**config.mk**
```make
export PLATFORM = sky130hd
export DESIGN_NAME = uart_tx_serializer_flat
export DESIGN_NICKNAME = d
export VERILOG_FILES = /design/src/rtl/uart_tx_serializer_if.sv /design/src/rtl/uart_tx_serializer.sv /design/src/flat_wrapper.sv
export SDC_FILE = /design/constraint.sdc
export NUM_CORES = 1
export LEC_CHECK = 0
export BUFFER_PORTS_ARGS = -buffer_cell sky130_fd_sc_hd__buf_2
export CORE_MARGIN = 2
export CORE_UTILIZATION = 40
export DETAILED_ROUTE_END_ITERATION = 6
export HOLD_SLACK_MARGIN = 0.03
export PLACE_DENSITY_LB_ADDON = 0.12
export SKIP_LAST_GASP = 1
export SYNTH_ARGS = -nofsm -noshare
export SYNTH_HDL_FRONTEND = slang
export SYNTH_SLANG_ARGS = --single-unit
```
**constraint.sdc**
```tcl
create_clock -name clock_i -period 4.94 [get_ports clock_i]
set_input_delay 1.235 -clock clock_i [delete_from_list [all_inputs] [get_ports clock_i]]
set_output_delay 1.235 -clock clock_i [all_outputs]
set_load 0.02 [all_outputs]
```
**src/rtl/uart_tx_serializer_if.sv**
```systemverilog
// Byte-load and serial-status bundle between the UART control FSM (master)
// and the transmit serializer (slave).
interface uart_tx_serializer_if;
  logic       ld_tx_data;   // 1-cycle strobe: push tx_data into the FIFO
  logic [7:0] tx_data;      // byte to send, sampled with ld_tx_data
  logic       tx_enable;    // level; any high cycle arms transmission
  logic       tx_out;       // serial line, idles high
  logic       tx_empty;     // FIFO empty and no frame in flight
  logic       tx_full;      // FIFO holds FIFO_DEPTH bytes
  logic       tx_overrun;   // sticky: push arrived while full

  modport master (
    output ld_tx_data, tx_data, tx_enable,
    input  tx_out, tx_empty, tx_full, tx_overrun
  );

  modport slave (
    input  ld_tx_data, tx_data, tx_enable,
    output tx_out, tx_empty, tx_full, tx_overrun
  );
endinterface

```
**src/rtl/uart_tx_serializer.sv**
```systemverilog
// uart_tx_serializer: byte FIFO feeding an 8N1 UART transmitter.
// Bytes strobed in by the upstream controller queue in a small FIFO; once
// tx_enable has armed the block, the FIFO drains back-to-back onto tx_out.
// Optional parity bit: define UART_TX_PARITY_EN (PARITY_ODD selects odd/even).
module uart_tx_serializer #(
  parameter int CLK_DIV    = 434,  // clock cycles per UART bit, >= 2
  parameter int FIFO_DEPTH = 4,    // byte entries, power of 2, >= 2
  parameter int PARITY_ODD = 0     // parity build only: 0 = even, 1 = odd
) (
  input  logic                   clock_i,
  input  logic                   reset_i,   // synchronous, active-high
  uart_tx_serializer_if.slave    bus_io
);

  localparam int AW = $clog2(FIFO_DEPTH);   // FIFO address width
  localparam int PW = AW + 1;               // pointer width incl. wrap bit
  localparam int BW = $clog2(CLK_DIV);      // baud counter width
  localparam logic [BW-1:0] BAUD_LAST = BW'(CLK_DIV - 1);

  // Elaboration-time parameter sanity checks.
  if (CLK_DIV < 2) begin : g_bad_clk_div
    $error("uart_tx_serializer: CLK_DIV must be >= 2");
  end
  if (FIFO_DEPTH < 2 || (FIFO_DEPTH & (FIFO_DEPTH - 1)) != 0) begin : g_bad_depth
    $error("uart_tx_serializer: FIFO_DEPTH must be a power of 2, >= 2");
  end
  if (PARITY_ODD != 0 && PARITY_ODD != 1) begin : g_bad_parity
    $error("uart_tx_serializer: PARITY_ODD must be 0 or 1");
  end

`ifdef UART_TX_PARITY_EN
  typedef enum logic [2:0] {IDLE, START, DATA, PARITY, STOP} state_e;
`else
  typedef enum logic [2:0] {IDLE, START, DATA, STOP} state_e;
`endif

  // ---------------------------------------------------------------------
  // Storage
  // ---------------------------------------------------------------------
  logic [7:0]    mem_q [FIFO_DEPTH];
  logic [PW-1:0] wr_ptr_q, wr_ptr_d;
  logic [PW-1:0] rd_ptr_q, rd_ptr_d;
  logic          tx_full_q, tx_empty_q, tx_overrun_q;
  logic          armed_q, armed_d;

  state_e        state_q;
  logic [BW-1:0] baud_cnt_q;
  logic [2:0]    bit_idx_q;
  logic [7:0]    shift_q;
  logic          tx_out_q;
`ifdef UART_TX_PARITY_EN
  logic          parity_q;
`endif

  // ---------------------------------------------------------------------
  // FIFO status and transfer decisions (all from registered state)
  // ---------------------------------------------------------------------
  logic       fifo_empty, fifo_full;
  logic       baud_last;
  logic       push, pop;
  logic [7:0] head;

  assign fifo_empty = (wr_ptr_q == rd_ptr_q);
  assign fifo_full  = (wr_ptr_q[PW-1] != rd_ptr_q[PW-1]) &&
                      (wr_ptr_q[AW-1:0] == rd_ptr_q[AW-1:0]);
  assign baud_last  = (baud_cnt_q == BAUD_LAST);
  assign head       = mem_q[rd_ptr_q[AW-1:0]];

  // Fullness is judged before any same-cycle pop, so a push on full is
  // always dropped.
  assign push = bus_io.ld_tx_data && !fifo_full;

  // A new frame starts from IDLE (armed, or armed this very cycle) or
  // directly at the end of a stop bit (armed only) so bursts leave no gap.
  assign pop = !fifo_empty &&
               (((state_q == IDLE) && (armed_q || bus_io.tx_enable)) ||
                ((state_q == STOP) && baud_last && armed_q));

  // Next-state for FIFO pointers and the armed flag.
  always_comb begin
    // NOTE: every signal gets a default first so no path leaves it unassigned
    // and no latch is inferred.
    wr_ptr_d = wr_ptr_q + PW'(push);
    rd_ptr_d = rd_ptr_q + PW'(pop);
    armed_d  = armed_q || bus_io.tx_enable;
    // Disarm only when a frame ends with nothing left to send.
    if ((state_q == STOP) && baud_last && fifo_empty && !bus_io.tx_enable) begin
      armed_d = 1'b0;
    end
  end

  // FIFO pointers, status flags and the armed flag.
  always_ff @(posedge clock_i) begin
    // NOTE: sequential state uses non-blocking assignments so every register
    // samples pre-edge values regardless of statement order.
    if (reset_i) begin
      wr_ptr_q     <= '0;
      rd_ptr_q     <= '0;
      tx_full_q    <= 1'b0;
      tx_empty_q   <= 1'b1;
      tx_overrun_q <= 1'b0;
      armed_q      <= 1'b0;
    end else begin
      wr_ptr_q     <= wr_ptr_d;
      rd_ptr_q     <= rd_ptr_d;
      tx_full_q    <= (wr_ptr_d ^ rd_ptr_d) == {1'b1, {AW{1'b0}}};
      tx_empty_q   <= fifo_empty && (state_q == IDLE);
      armed_q      <= armed_d;
      if (bus_io.ld_tx_data && fifo_full) begin
        tx_overrun_q <= 1'b1;
      end
    end
  end

  // FIFO data array write port.
  always_ff @(posedge clock_i) begin
    // NOTE: the byte array is deliberately not reset; the pointers alone
    // decide which entries are valid.
    if (push) begin
      mem_q[wr_ptr_q[AW-1:0]] <= bus_io.tx_data;
    end
  end

  // Frame sequencer: START, 8 data bits LSB first, [PARITY], STOP.
  always_ff @(posedge clock_i) begin
    if (reset_i) begin
      state_q    <= IDLE;
      baud_cnt_q <= '0;
      bit_idx_q  <= '0;
      shift_q    <= '0;
      tx_out_q   <= 1'b1;
`ifdef UART_TX_PARITY_EN
      parity_q   <= 1'b0;
`endif
    end else begin
      case (state_q)
        IDLE: begin
          tx_out_q <= 1'b1;
          if (pop) begin
            shift_q    <= head;
            baud_cnt_q <= '0;
            tx_out_q   <= 1'b0;
            state_q    <= START;
`ifdef UART_TX_PARITY_EN
            parity_q   <= (^head) ^ PARITY_ODD[0];
`endif
          end
        end

        START: begin
          if (baud_last) begin
            baud_cnt_q <= '0;
            bit_idx_q  <= '0;
            tx_out_q   <= shift_q[0];
            state_q    <= DATA;
          end else begin
            baud_cnt_q <= baud_cnt_q + BW'(1);
          end
        end

        DATA: begin
          if (baud_last) begin
            baud_cnt_q <= '0;
            if (bit_idx_q == 3'd7) begin
`ifdef UART_TX_PARITY_EN
              tx_out_q <= parity_q;
              state_q  <= PARITY;
`else
              tx_out_q <= 1'b1;
              state_q  <= STOP;
`endif
            end else begin
              shift_q   <= shift_q >> 1;
              tx_out_q  <= shift_q[1];
              bit_idx_q <= bit_idx_q + 3'd1;
            end
          end else begin
            baud_cnt_q <= baud_cnt_q + BW'(1);
          end
        end

`ifdef UART_TX_PARITY_EN
        PARITY: begin
          if (baud_last) begin
            baud_cnt_q <= '0;
            tx_out_q   <= 1'b1;
            state_q    <= STOP;
          end else begin
            baud_cnt_q <= baud_cnt_q + BW'(1);
          end
        end
`endif

        STOP: begin
          if (baud_last) begin
            baud_cnt_q <= '0;
            if (pop) begin
              shift_q  <= head;
              tx_out_q <= 1'b0;
              state_q  <= START;
`ifdef UART_TX_PARITY_EN
              parity_q <= (^head) ^ PARITY_ODD[0];
`endif
            end else begin
              tx_out_q <= 1'b1;
              state_q  <= IDLE;
            end
          end else begin
            baud_cnt_q <= baud_cnt_q + BW'(1);
          end
        end

        default: begin
          tx_out_q <= 1'b1;
          state_q  <= IDLE;
        end
      endcase
    end
  end

  assign bus_io.tx_out     = tx_out_q;
  assign bus_io.tx_empty   = tx_empty_q;
  assign bus_io.tx_full    = tx_full_q;
  assign bus_io.tx_overrun = tx_overrun_q;

endmodule

```
**src/flat_wrapper.sv**
```systemverilog
// flat-port wrapper written by rule: the top's interface ports become plain ports
module uart_tx_serializer_flat 
#(
  parameter int CLK_DIV    = 434,                                    
  parameter int FIFO_DEPTH = 4,                                     
  parameter int PARITY_ODD = 0                                            
)
  (clock_i, reset_i, bus_io_ld_tx_data, bus_io_tx_data, bus_io_tx_enable, bus_io_tx_out, bus_io_tx_empty, bus_io_tx_full, bus_io_tx_overrun);
  uart_tx_serializer_if bus_io_i ();
  input  logic clock_i;
  input  logic reset_i;
  input wire logic [$bits(bus_io_i.ld_tx_data)-1:0] bus_io_ld_tx_data;
  input wire logic [$bits(bus_io_i.tx_data)-1:0] bus_io_tx_data;
  input wire logic [$bits(bus_io_i.tx_enable)-1:0] bus_io_tx_enable;
  output wire logic [$bits(bus_io_i.tx_out)-1:0] bus_io_tx_out;
  output wire logic [$bits(bus_io_i.tx_empty)-1:0] bus_io_tx_empty;
  output wire logic [$bits(bus_io_i.tx_full)-1:0] bus_io_tx_full;
  output wire logic [$bits(bus_io_i.tx_overrun)-1:0] bus_io_tx_overrun;
  assign bus_io_i.ld_tx_data = bus_io_ld_tx_data;
  assign bus_io_i.tx_data = bus_io_tx_data;
  assign bus_io_i.tx_enable = bus_io_tx_enable;
  assign bus_io_tx_out = bus_io_i.tx_out;
  assign bus_io_tx_empty = bus_io_i.tx_empty;
  assign bus_io_tx_full = bus_io_i.tx_full;
  assign bus_io_tx_overrun = bus_io_i.tx_overrun;
  uart_tx_serializer #(.CLK_DIV(CLK_DIV), .FIFO_DEPTH(FIFO_DEPTH), .PARITY_ODD(PARITY_ODD)) u_core (.clock_i(clock_i), .reset_i(reset_i), .bus_io(bus_io_i));
endmodule
```
==> summary.md <==
| Metric | Value |
|---|---|
| Status | `finished, final reports clean` |
| CP required | `about 5.2 ns` |
| Sequential area share after synthesis | `0.565` |
| Switching share of power | `0.319` |
| Post-synthesis cell area | `2870 µm²` |
| Area Overhead vs Synth | `13.6%` |
| Total Wirelength | `5.13 mm` |
| Clock buffer depth | `2` |
| Mapped Nets | `259` |
| CTS Hold Bufs | `0` |
| DIE WIDTH | `roughly 89 µm` |
| Antenna viol nets, final | `0` |
| Share of layout cells above drive strength 1 | `0.185` |
| Reg2reg setup slack | `~2.3 ns` |
| Async SR Flop Fraction | `0` |
| Worst Skew | `0.0100 ns` |
| Detailed-placement wirelength estimate | `3.39 mm` |
| Fin crit share | `0.529` |
| Avg Vias per Cell | `5.15` |
| Crit. End Element | `flip-flop` |
| Max-cap viol count | `0` |
| # rows | `30` |
| Post-Route Setup TNS | `0 ns` |
| Psw | `roughly 530 µW` |
| Largest net degree at the start of global routing | `35` |
| TritonCTS Buffers | `9` |
| First-pass GRT wire length | `between 8 and 9 mm` |
| Clock slew at reported path FFs | `0.07 ns` |
| Die height | `88.7 µm` |
| Post CTS Setup Buffer Count | `0` |
| Max Slew Vio Count | `0` |
| Worst slew margin | `0.384` |
| Slowest stage delay, CP | `0.76 ns` |
| Initial Util | `0.417` |
| FF-to-FF path depth | `7` |
| CTS H-tree depth | `3` |
| Initial antenna violation count | `0` |
| Maximum clock frequency | `around 380 MHz` |
| CTS tree | `done` |
| DR pass1 iterations | `4` |
| Crit path to | `u_core.bus_io.tx_full` |
| Gr ovfl total | `0` |
| Worst min-delay path class | `reg2reg` |
| Die outline area | `about 7900 µm²` |
| RSZ-0062 raised after global routing | `false` |
| Worst Setup SP | `u_core.rd_ptr_q[0]` |
| Arrival @ worst endpoint | `2.85 ns` |
| DRT iter0 DRCs | `81` |
| Int Pwr | `1130 µW` |
| Core Footprint | `6870 µm²` |
| R2R Path Start | `u_core.rd_ptr_q[0]` |
| Ant diodes | `0` |
| Io pins | `16` |
| Final Setup Violations | `0` |
| Via count | `approximately 1,800` |
| Static Leak | `0.00124 µW` |
| Slowest cell on the critical path | `dfxtp_1` |
| Synthesis Warnings | `0` |
| EDFF count, synth | `32` |
| Crit path max-delay family | `simple AND/OR/NAND/NOR gates` |
| Vias in the first global route | `1,713` |
| Root Buffer | `clkbuf_8` |
| Final GP Congestion | `0.720` |
| Cell area power density | `509 nW/µm²` |
| # nets final | `279` |
| Crit path buf inv count | `0` |
| FF-to-FF End | `u_core.bus_io.tx_full` |
| Worst-Margin Slew | `0.914 ns` |
| Placed Instances | `340` |
| Worst path depth | `7` |
| Fin cells | `356` |
| Worst path cell trace | `xor2_1 > or3_1 > and2_1 > ha_1 > ha_1 > xor2_1 > nor4_1` |
| Commonest cells after routing, fill and taps aside | `33 x dfxtp_1, 32 x edfxtp_1, 29 x nor2_1, 18 x a21oi_1, 15 x buf_2` |
| Clk pwr share | `0.299` |
| CP max FO | `10` |
| Drt wl/cell | `14.4 µm` |
| Syn avg cell area | `12.2 µm²` |
| Post-Syn Instances | `235` |
| Post-CTS Resized | `0` |
| Startpoint types | `flip-flop` |
| Worst skew pair latency | `0.33 ns` |
| CP Class | `reg2reg` |
| FF+latch count, synth | `65` |
| Most common cell after layout, fill and taps aside | `dfxtp_1` |
| GR Util All Layers | `0.148` |
| TritonCTS sink count | `65` |
| Comb pwr share | `0.279` |
| Post-route DRC | `0` |
| Reg power frac | `0.423` |
| Port buffer count | `15` |
| Synth cell types | `42` |
| Final Hold Vio Count | `0` |
| Hold_ws | `roughly 0.48 ns` |
| Post-layout min period | `between 2 and 3 ns` |
| Maximum VDD drop | `around 0.28 mV` |
| Synth Flop Type | `dfxtp_1` |
## worst register-to-register path, delay by kind of cell, from the launching register on
kind                     cells  cell delay (ns)
flip-flops                   1             0.76
XOR/XNOR                     2             0.40
adder cells (fa/ha/maj)      2             0.47
AND/OR/NAND/NOR              3             0.88
## layer usage
metal,share of wire,wire (µm),track usage,up-vias
met5,0,0,0,-
met4,0.011,55,0.0620,0
met3,0.038,196,0.0457,5
met2,0.45,2310,0.213,33
met1,0.50,2570,0.208,874
li1,-,-,-,921
## power by group through the flow
stage | Combinational, µW | Sequential [µW] | Clock, µW
final | 462 | 700 | 494
after global routing | 521 | 713 | 536
after CTS | 468 | 703 | 510
after detailed placement | 465 | 715 | 0
after global placement | 465 | 713 | 0
after floorplan | 392 | 687 | 0
## worst min-delay path by stage
| stage | from | end | slack, ns | cells past startpoint |
|---|---|---|---|---|
| 6_report | u_core.bit_idx_q[1] | u_core.bit_idx_q[1] | 0.48 | 2 |
| 5_1_grt | u_core.baud_cnt_q[8] | u_core.baud_cnt_q[8] | 0.51 | 1 |
| 4_1_cts | u_core.bit_idx_q[1] | u_core.bit_idx_q[1] | 0.48 | 2 |
| 3_5_place_dp | u_core.bit_idx_q[1] | u_core.bit_idx_q[1] | 0.47 | 2 |
| 3_3_place_gp | u_core.bus_io.tx_overrun | u_core.bus_io.tx_overrun | 0.45 | 2 |
| 2_1_floorplan | u_core.baud_cnt_q[8] | u_core.baud_cnt_q[8] | 0.44 | 1 |
## Yosys cell counts (all sizes together) (2+ instances only)
cell,count,share of area
nor2b,4,0.0087
a21oi,18,0.031
o21ai,8,0.014
ha,12,0.052
nand3b,4,0.010
inv,8,0.010
mux2i,9,0.031
nand2,4,0.0052
xnor2,4,0.012
nor2,29,0.038
buf,2,0.0057
o21bai,2,0.0052
nor3,2,0.0035
dfxtp,33,0.23
clkbuf,6,0.0083
nand3,8,0.014
mux4,8,0.063
a211oi,11,0.031
xor2,5,0.015
nand2b,3,0.0065
and3,5,0.011
or3,3,0.0065
edfxtp,32,0.34
## layout make-up
| type | count | area, µm² |
|---|---|---|
| Fill cell | 639 | 3610 |
| Sequential cell | 65 | 1620 |
| Multi-Input combinational cell | 154 | 1180 |
| Clock buffer | 9 | 124 |
| Tap cell | 96 | 120 |
| Clock inverter | 7 | 95.1 |
| Timing Repair Buffer | 17 | 90.1 |
| Inverter | 8 | 30.0 |
## through the flow
step	setup slack (ns)	area, µm²	util	total power, µW
after floorplan	2.34	2870	-	1080
after global placement	2.12	3040	0.442	1180
after detailed placement	2.08	3040	0.442	1180
after CTS	2.24	3260	0.474	1680
after global routing	2.06	3260	0.474	1770
final	2.33	3260	0.474	1660
## cells by family (layout without fill, tap and decap cells)
| group | Yosys count | after routing | synth area share |
|---|---|---|---|
| adder cells (fa/ha/maj) | 12 | 12 | 0.0524 |
| XOR/XNOR | 9 | 9 | 0.0275 |
| AO/OA/AOI/OAI | 47 | 47 | 0.112 |
| multiplexers | 17 | 17 | 0.0942 |
| AND/OR/NAND/NOR | 69 | 69 | 0.124 |
| flip-flops | 65 | 65 | 0.565 |
| buffers and inverters | 16 | 41 | 0.0244 |
## sequential cells by signal, summed over array words and instances (netlist names)
register,cells
u_core.wr_ptr_q,3
u_core.armed_q,1
u_core.bit_idx_q,3
u_core.shift_q,8
u_core.baud_cnt_q,9
u_core.bus_io.tx_empty,1
u_core.mem_q,32
u_core.bus_io.tx_full,1
u_core.bus_io.tx_overrun,1
u_core.rd_ptr_q,3
u_core.bus_io.tx_out,1
u_core.state_q,2
Power figures use the tool's default switching activity.
